==> config.mk <==
export PLATFORM = sky130hd
export DESIGN_NAME = display_reader_flat
export DESIGN_NICKNAME = d
export VERILOG_FILES = /design/src/rtl/display_reader_pkg.sv /design/src/rtl/display_reader_if.sv /design/src/rtl/display_reader_hex_to_7seg.sv /design/src/rtl/display_reader.sv /design/src/flat_wrapper.sv
export SDC_FILE = /design/constraint.sdc
export NUM_CORES = 1
export LEC_CHECK = 0
export CAP_MARGIN = 20
export CORE_MARGIN = 2
export CORE_UTILIZATION = 45
export DETAILED_ROUTE_END_ITERATION = 6
export GPL_TIMING_DRIVEN = 0
export PLACE_DENSITY = 0.74
export SYNTH_ARGS = -nofsm -noshare
export SYNTH_HDL_FRONTEND = slang
export SYNTH_SLANG_ARGS = --single-unit
==> constraint.sdc <==
create_clock -name i_clk -period 8.8 [get_ports i_clk]
set_clock_uncertainty 0.2 [all_clocks]
set_input_delay 2.2 -clock i_clk [delete_from_list [all_inputs] [get_ports i_clk]]
set_output_delay 2.2 -clock i_clk [all_outputs]
set_load 0.02 [all_outputs]
==> src/rtl/display_reader_pkg.sv <==
// Shared definitions for the display reader: FSM states, 7-segment patterns
// (active-low gfedcba) and a counter-width helper.
package display_reader_pkg;

   typedef enum logic [1:0] {
      ST_IDLE = 2'd0,
      ST_REQ  = 2'd1,
      ST_WAIT = 2'd2,
      ST_CAP  = 2'd3
   } state_t;

   localparam logic [6:0] SEG_0     = 7'b1000000;
   localparam logic [6:0] SEG_1     = 7'b1111001;
   localparam logic [6:0] SEG_2     = 7'b0100100;
   localparam logic [6:0] SEG_3     = 7'b0110000;
   localparam logic [6:0] SEG_4     = 7'b0011001;
   localparam logic [6:0] SEG_5     = 7'b0010010;
   localparam logic [6:0] SEG_6     = 7'b0000010;
   localparam logic [6:0] SEG_7     = 7'b1111000;
   localparam logic [6:0] SEG_8     = 7'b0000000;
   localparam logic [6:0] SEG_9     = 7'b0010000;
   localparam logic [6:0] SEG_A     = 7'b0001000;
   localparam logic [6:0] SEG_B     = 7'b0000011;
   localparam logic [6:0] SEG_C     = 7'b1000110;
   localparam logic [6:0] SEG_D     = 7'b0100001;
   localparam logic [6:0] SEG_E     = 7'b0000110;
   localparam logic [6:0] SEG_F     = 7'b0001110;
   localparam logic [6:0] SEG_BLANK = 7'b1111111;

   // Counter width for a modulo-n counter; never narrower than one bit.
   function automatic int cnt_width(input int n);
      return (n > 1) ? $clog2(n) : 1;
   endfunction

endpackage

==> src/rtl/display_reader_if.sv <==
// RAM read bus between the display reader (master) and the display RAM (slave).
interface display_reader_if #(
   parameter int ADDR_W = 4
) ();
   logic              request;
   logic [ADDR_W-1:0] addr;
   logic [15:0]       valor;
   logic              busy;

   modport master (output request, output addr, output busy, input valor);
   modport slave  (input request, input addr, input busy, output valor);
endinterface

==> src/rtl/display_reader_hex_to_7seg.sv <==
// Combinational nibble to active-low 7-segment (gfedcba) pattern.
module hex_to_7seg
   import display_reader_pkg::*;
(
   input  logic [3:0] i_nibble,
   output logic [6:0] o_seg
);

   always_comb begin
      o_seg = SEG_BLANK;
      case (i_nibble)
         4'h0: o_seg = SEG_0;
         4'h1: o_seg = SEG_1;
         4'h2: o_seg = SEG_2;
         4'h3: o_seg = SEG_3;
         4'h4: o_seg = SEG_4;
         4'h5: o_seg = SEG_5;
         4'h6: o_seg = SEG_6;
         4'h7: o_seg = SEG_7;
         4'h8: o_seg = SEG_8;
         4'h9: o_seg = SEG_9;
         4'hA: o_seg = SEG_A;
         4'hB: o_seg = SEG_B;
         4'hC: o_seg = SEG_C;
         4'hD: o_seg = SEG_D;
         4'hE: o_seg = SEG_E;
         default: o_seg = SEG_F;
      endcase
   end

endmodule

==> src/rtl/display_reader.sv <==
// Periodic RAM word fetch shown as 4 hex digits on a multiplexed 7-seg display.
// Optional macro DISPLAY_BLANK_LEADING_EN blanks leading zero digits 3..1.
module display_reader
   import display_reader_pkg::*;
#(
   parameter int CLK_FREQ  = 50_000_000,
   parameter int FETCH_DIV = CLK_FREQ / 1000,
   parameter int SCAN_DIV  = 12_500,
   parameter int RD_LAT    = 1,
   parameter int ADDR_W    = 4
) (
   input  logic                 i_clk,
   input  logic                 i_rst_n,
   input  logic [ADDR_W-1:0]    i_sel,
   display_reader_if.master     bus,
   output logic [6:0]           o_seg,
   output logic [3:0]           o_an
);

   localparam int FW = cnt_width(FETCH_DIV);
   localparam int SW = cnt_width(SCAN_DIV);
   localparam int LW = cnt_width(RD_LAT);

   state_t            r_state, w_state_next;
   logic [FW-1:0]     r_fetch_cnt;
   logic [SW-1:0]     r_scan_cnt;
   logic [LW-1:0]     r_lat_cnt, w_lat_next;
   logic [1:0]        r_digit, w_digit_next;
   logic [15:0]       r_data, w_data_next;
   logic              r_pending, w_pending_next;
   logic              r_request, w_request_next;
   logic              r_busy, w_busy_next;
   logic [ADDR_W-1:0] r_addr, w_addr_next;
   logic [6:0]        r_seg;
   logic [3:0]        r_an;

   logic              w_tick;
   logic              w_scan_wrap;
   logic [3:0]        w_nibble;
   logic [6:0]        w_hex_seg;
   logic              w_blank;

   assign w_tick      = (r_fetch_cnt == FW'(FETCH_DIV - 1));
   assign w_scan_wrap = (r_scan_cnt == SW'(SCAN_DIV - 1));

   // The word is captured on the edge that leaves WAIT, so i_valor is sampled
   // RD_LAT+1 edges after the request edge; CAP is the one-cycle turnaround.
   always_comb begin
      w_state_next   = r_state;
      w_lat_next     = r_lat_cnt;
      w_data_next    = r_data;
      w_pending_next = r_pending;
      w_request_next = r_request;
      w_busy_next    = r_busy;
      w_addr_next    = r_addr;
      case (r_state)
         ST_IDLE: begin
            if (w_tick || r_pending) begin
               w_addr_next    = i_sel;
               w_request_next = 1'b1;
               w_busy_next    = 1'b1;
               w_pending_next = 1'b0;
               w_state_next   = ST_REQ;
            end
         end
         ST_REQ: begin
            w_request_next = 1'b0;
            w_lat_next     = '0;
            w_state_next   = ST_WAIT;
         end
         ST_WAIT: begin
            w_lat_next = r_lat_cnt + 1'b1;
            if (r_lat_cnt == LW'(RD_LAT - 1)) begin
               w_data_next  = bus.valor;
               w_busy_next  = 1'b0;
               w_state_next = ST_CAP;
            end
         end
         default: begin
            w_state_next = ST_IDLE;
         end
      endcase
      // A tick that arrives while a fetch is in flight is remembered once.
      if (w_tick && (r_state != ST_IDLE)) begin
         w_pending_next = 1'b1;
      end
   end

   assign w_digit_next = w_scan_wrap ? (r_digit + 2'd1) : r_digit;
   assign w_nibble     = 4'(r_data >> {w_digit_next, 2'b00});

   hex_to_7seg u_hex (
      .i_nibble (w_nibble),
      .o_seg    (w_hex_seg)
   );

`ifdef DISPLAY_BLANK_LEADING_EN
   logic [3:0] w_upper_zero;
   assign w_upper_zero[0] = 1'b0;
   for (genvar gi = 1; gi < 4; gi++) begin : g_upper_zero
      assign w_upper_zero[gi] = (r_data[15:4*gi] == '0);
   end
   assign w_blank = w_upper_zero[w_digit_next];
`else
   assign w_blank = 1'b0;
`endif

   always_ff @(posedge i_clk) begin
      if (!i_rst_n) begin
         r_state     <= ST_IDLE;
         r_fetch_cnt <= '0;
         r_scan_cnt  <= '0;
         r_lat_cnt   <= '0;
         r_digit     <= 2'd0;
         r_data      <= 16'h0000;
         r_pending   <= 1'b0;
         r_request   <= 1'b0;
         r_busy      <= 1'b0;
         r_addr      <= '0;
         r_an        <= 4'b1110;
         r_seg       <= SEG_0;
      end else begin
         r_state     <= w_state_next;
         r_fetch_cnt <= w_tick ? '0 : r_fetch_cnt + 1'b1;
         r_scan_cnt  <= w_scan_wrap ? '0 : r_scan_cnt + 1'b1;
         r_lat_cnt   <= w_lat_next;
         r_digit     <= w_digit_next;
         r_data      <= w_data_next;
         r_pending   <= w_pending_next;
         r_request   <= w_request_next;
         r_busy      <= w_busy_next;
         r_addr      <= w_addr_next;
         r_an        <= ~(4'b0001 << w_digit_next);
         r_seg       <= w_blank ? SEG_BLANK : w_hex_seg;
      end
   end

   assign bus.request = r_request;
   assign bus.addr    = r_addr;
   assign bus.busy    = r_busy;
   assign o_seg       = r_seg;
   assign o_an        = r_an;

endmodule

==> src/flat_wrapper.sv <==
// flat-port wrapper written by rule: the top's interface ports become plain ports
module display_reader_flat import display_reader_pkg::*;
#(
   parameter int CLK_FREQ  = 50_000_000,
   parameter int FETCH_DIV = CLK_FREQ / 1000,
   parameter int SCAN_DIV  = 12_500,
   parameter int RD_LAT    = 1,
   parameter int ADDR_W    = 4
)
  (i_clk, i_rst_n, i_sel, o_seg, o_an, bus_request, bus_addr, bus_busy, bus_valor);
  display_reader_if #(.ADDR_W(ADDR_W)) bus_i ();
  input  logic i_clk;
  input  logic i_rst_n;
  input  logic [ADDR_W-1:0] i_sel;
  output logic [6:0] o_seg;
  output logic [3:0] o_an;
  output wire logic [$bits(bus_i.request)-1:0] bus_request;
  output wire logic [$bits(bus_i.addr)-1:0] bus_addr;
  output wire logic [$bits(bus_i.busy)-1:0] bus_busy;
  input wire logic [$bits(bus_i.valor)-1:0] bus_valor;
  assign bus_request = bus_i.request;
  assign bus_addr = bus_i.addr;
  assign bus_busy = bus_i.busy;
  assign bus_i.valor = bus_valor;
  display_reader #(.CLK_FREQ(CLK_FREQ), .FETCH_DIV(FETCH_DIV), .SCAN_DIV(SCAN_DIV), .RD_LAT(RD_LAT), .ADDR_W(ADDR_W)) u_core (.i_clk(i_clk), .i_rst_n(i_rst_n), .i_sel(i_sel), .bus(bus_i), .o_seg(o_seg), .o_an(o_an));
endmodule
### Word level (Yosys, flattened, before mapping)

Memory sizes are Yosys's and may differ from the RTL's. A register that Yosys moved wholly into a read port is not among the register bits.
Index checks and enable logic that the tools add are counted.

| word-level totals | value |
|---|---|
| bits in registers | 62 |
| memory bits (read-only) | 112 |
| logic and storage cells | 57 |
| memories kept | 1 |

| operators by class | value |
|---|---|
| add/subtract/negate cells | 4 |
| eq/ne operators | 6 |
| shift operators | 2 |
| muxes and demuxes | 12 |
| bitwise operators | 3 |
| reduce and logical (&&, ||, !) cells | 18 |

Memories:

| name | words | bits a word | read ports | clocked after Yosys merged registers in | wr ports | RTL line | source |
|---|---|---|---|---|---|---|---|
| (name not given) | 16 | 7 | 1 | 1 | 0 | display_reader_hex_to_7seg.sv:11 | `case (i_nibble)` |

Operators with widths:

| cell | number |
|---|---|
| adder 16 x 1 -> 16 bit (second input constant) | 1 |
| equality test 16 bit (second input constant) | 1 |
| right shift 16 x 4 -> 4 bit | 1 |
| adder 14 x 1 -> 14 bit (second input constant) | 1 |
| equality test 14 bit (second input constant) | 1 |
| nonzero test 2 bit | 6 |
| AND reduction 2 bit | 5 |
| two-way mux 2 bit | 3 |
| case mux 1 bit (2 select lines) | 3 |
| case mux 2 bit (3 select lines) | 1 |
| two-way mux 1 bit | 5 |
| NOT 4 bit | 1 |
| OR reduction 2 bit | 2 |
| << shifter 1 x 2 -> 4 bit (first input constant) | 1 |
| AND reduction 3 bit | 1 |
| adder 2 x 1 -> 2 bit (second input constant) | 1 |
| equality test 2 x 1 -> 1 bit (second input constant) | 1 |
| equality test 2 bit (second input constant) | 1 |
| zero test 2 bit | 1 |
| inequality test 2 x 1 -> 1 bit (second input constant) | 1 |
| inequality test 2 bit (second input constant) | 1 |
| NOT 1 bit | 2 |
| adder 1 bit (second input constant) | 1 |
| logical AND 1 bit | 1 |
| other kinds (2) | 2 |

### Logic depth before layout (Yosys ltp)

| logic depth | value |
|---|---|
| depth after elaboration | 5 |
| mapped depth | 11 |
| mapped depth without buffers | 10 |

### By module

A second synthesis with hierarchy kept.

| second synthesis, totals | value |
|---|---|
| cells, all modules | 361 |
| area, all modules | 3166.8 sq um |

By module, submodules not included:

| module | times used | cells an instance | area each (sq um) | sequential area each (sq um) |
|---|---|---|---|---|
| display_reader | 1 | 329 | 2891.5 | 1381.3 |
| hex_to_7seg | 1 | 32 | 275.3 | 0.0 |

### Worst setup path after synthesis

Ideal clock, no wire load.

| timing path | value |
|---|---|
| path kind | input to register |
| start point | input i_rst_n |
| end point | register u_core.r_fetch_cnt[10] |
| setup time | 0.128 ns |
| arrival time | 2.832 ns |
| required time | 8.472 ns |
| slack | 5.641 ns |
| stages | 4 |
| buffers on the path | 2 |
| path through | clkbuf_1 nand2_1 buf_1 nor2_1 |

| between the ends | value |
|---|---|
| longest elaborated chain between the ends | 2 |

Ends and longest elaborated chain:

| item | RTL line | source |
|---|---|---|
| start, declared | flat_wrapper.sv:13 | `input logic i_rst_n;` |
| NOT 1 bit (no source line) | n/a |  |
| OR reduction 2 bit (no source line) | n/a |  |
| end signal, assigned | display_reader.sv:124 | `r_fetch_cnt <= w_tick ? '0 : r_fetch_cnt + 1'b1;` |
| end, declared | display_reader.sv:25 | `logic [FW-1:0] r_fetch_cnt;` |

No other way between the ends.
A chain may end at the register's enable or synchronous reset.

### Worst setup path after layout

| timing path | value |
|---|---|
| start point | register u_core.r_busy (netlist: u_core.bus.busy) |
| end point | output bus_busy |

RTL lines:

| item | RTL line | source |
|---|---|---|
| start, declared | display_reader.sv:32 | `logic r_busy, w_busy_next;` |
| start signal, assigned | display_reader.sv:131 | `r_busy <= w_busy_next;` |
| end, declared | flat_wrapper.sv:19 | `output wire logic [$bits(bus_i.busy)-1:0] bus_busy;` |

No word-level cell between the ends.

==> impl_metrics.yaml <==
critical_path:
  cp-startpoint: "u_core.bus.busy"
  cp_max_fo: 3
  crit_cells: 1
  cp_num_buf_inv: 1
  path_cells: "clkdlybuf4s50_1"
  worstSetupPathType: "flip-flop to output pin"
  critPathArrivalTime_ns: 1.31
  timing.rr.start: "u_core.r_scan_cnt[0]"
  cp.required_ns: 6.40
  reg2reg_depth: 11
  cp-start-kind: "flip-flop"
  critPathMaxStageDelay_ns: 0.61
  end_kind: "output pin"
  crit_family: "buffers and inverters"
  slowest_stage: "clkdlybuf4s50_1"
sta:
  setup_ws_ns: 5.09
  period_minus_slack_ns: 3.71
  worst_slew_pin_slew_ns: 0.855
  fin_crit_sh: 0.422
  finalSetupViolCount: 0
  fmaxAchievable_mhz: 269
  slew_viol_final: 0
  finalHoldViolCount: 0
  rsz0062_at_grt: "false"
  setup_tns_ns: 0
  slew_headroom: 0.430
clock_tree:
  hold_buffers: 0
  post-cts-setup-buffers: 0
  cts-resized-gates: 0
  clk_latency_ns: 0.35
  cts_tree: "done"
  cts_buffer_depth: 2
  cts-root-buf: "clkbuf_8"
  clk_pin_slew_ns: 0.07
  numCtsBuffers: 9
  cts.sink_count: 69
  htree_levels: 3
yosys:
  synth.avg_cell_area_sq_um: 8.94
  syn-instance-count: 349
  synth_edf_count: 0
  synth-main-ff-cell: "dfxtp_1"
  synth-seq-area-share: 0.443
  yosysWarnings: 0
  ys_types: 38
  async_flop_share: 0
  syn_nets: 383
  syn_area_sq_um: 3120
  ys_ff_latch: 69
route:
  ant_nets: 0
  vias: 2448
  drc: 0
  first_pass_iters: 4
  vias_per_cell: 5.08
  drt_iter0_drc: 126
  wl_per_cell_um: 12.3
  drt_wl_total_um: 5950
layout:
  nNetsFinal: 432
  drive_gt1_frac: 0.0597
  mostFrequentLayoutCells: "dfxtp_1 (69), nand2_1 (49), clkdlybuf4s50_1 (38)"
  final_common_cell: "dfxtp_1"
  syn_to_final_growth_pct: 21.2
  insertedDiodeCount: 0
die:
  initial_utilization: 0.462
  dieArea_sq_um: 7620
  ios: 39
  fp.dieH_um: 87.3
  dieWidth_um: 87.3
  core_area_sq_um: 6760
  fp-row-count: 30
grt:
  antenna_found_initial: 0
  grt_overflow: 0
  use_met1: 0.215
  first_global_vias: 2254
  grt_pass1_wl_um: 10000
  grt_max_degree: 12
  met3_usage: 0.0540
  met2_usage: 0.264
  grt_use_total: 0.169
  grt_busiest_layer: "met2"
hold_path:
  whs_path_depth: 1
  hold_class: "flip-flop to flip-flop"
  hp-start: "u_core.r_fetch_cnt[0]"
placement:
  hpwl_um: 4170
  portBuffers: 38
  gp_congestion: 0.796
  pre_cts_slack_ns: 4.72
outcome:
  status: "completed"
power_and_ir_drop:
  p_leak_nw: 1.39
  peakVddDrop_mv: 0.103
  power_density_nw_per_um2: 161
job:
  max_cap_violations: 0
-- where the power goes --
group          internal [mW]  switching (mW)
combinational         0.0226          0.0210
sequential             0.318         0.00425
clock                  0.128           0.117
total                  0.468           0.142
-- logic make-up (layout without fill, tap and decap cells) --
kind of cell             Yosys count  in the layout  synth area share
flip-flops                        69             69             0.443
AO/OA/AOI/OAI                     40             40            0.0898
XOR/XNOR                          26             26            0.0730
adder cells (fa/ha/maj)           12             12            0.0481
multiplexers                      19             19            0.0625
AND/OR/NAND/NOR                  154            154             0.246
buffers and inverters             29             82            0.0377
-- layer usage --
metal | share of wire | vias up | wire length, um
met5 | 0 | - | 0
met4 | 0.018 | 0 | 109
met3 | 0.048 | 13 | 283
met2 | 0.45 | 53 | 2670
met1 | 0.48 | 1117 | 2880
li1 | - | 1265 | -
-- Yosys cell counts, drive strengths merged, types with 3 or more instances --
cell / n / area share
dfxtp: 69 / 0.44
nand2: 49 / 0.059
nor2: 35 / 0.042
xor2: 18 / 0.051
a21boi: 17 / 0.041
mux2i: 15 / 0.048
inv: 14 / 0.017
ha: 12 / 0.048
nand3: 12 / 0.019
nor2b: 12 / 0.024
clkbuf: 11 / 0.013
o21ai: 10 / 0.016
and2: 8 / 0.016
xnor2: 8 / 0.022
and3: 7 / 0.014
nand2b: 6 / 0.012
nand4: 6 / 0.012
a21oi: 4 / 0.0064
a222oi: 4 / 0.013
buf: 4 / 0.0076
mux2: 4 / 0.014
nor4bb: 3 / 0.0096
or2: 3 / 0.0060
or3: 3 / 0.0060
-- worst paths after layout --
path | end | slack, ns
setup / recovery | bus_busy | 5.09
hold / removal | u_core.r_fetch_cnt[0] | 0.25
setup reg to reg | u_core.o_seg[6] | 5.37
hold reg to reg | u_core.r_fetch_cnt[0] | 0.25
-- flip-flops by register name, indices dropped and copies added (netlist names), 2 cells and up --
register	flops
u_core.r_data	16
u_core.r_fetch_cnt	16
u_core.r_scan_cnt	14
u_core.o_seg	7
u_core.bus.addr	4
u_core.o_an	4
u_core.r_digit	2
u_core.r_state	2
-- area by class of cell --
cell class | instances | area [sq um]
fill | 624 | 2980
multi-input combinational | 251 | 1620
sequential | 69 | 1380
timing repair buffer | 38 | 380
clock buffer | 10 | 128
tap | 80 | 100
buffer | 15 | 65.1
clock inverter | 5 | 52.6
inverter | 14 | 52.6
-- metrics by stage --
step	power (mW)	utilization	instance area (sq um)	hold WS, ns	cells
5_1_grt	0.636	0.560	3780	0.275	482
4_1_cts	0.614	0.560	3780	0.261	482
3_3_place_gp	0.372	0.533	3600	0.226	467
3_5_place_dp	0.373	0.533	3600	0.251	467
6_report	0.610	0.560	3780	0.251	482
2_1_floorplan	0.355	-	3120	0.213	349
No activity file was read; power rests on OpenSTA's default activity.
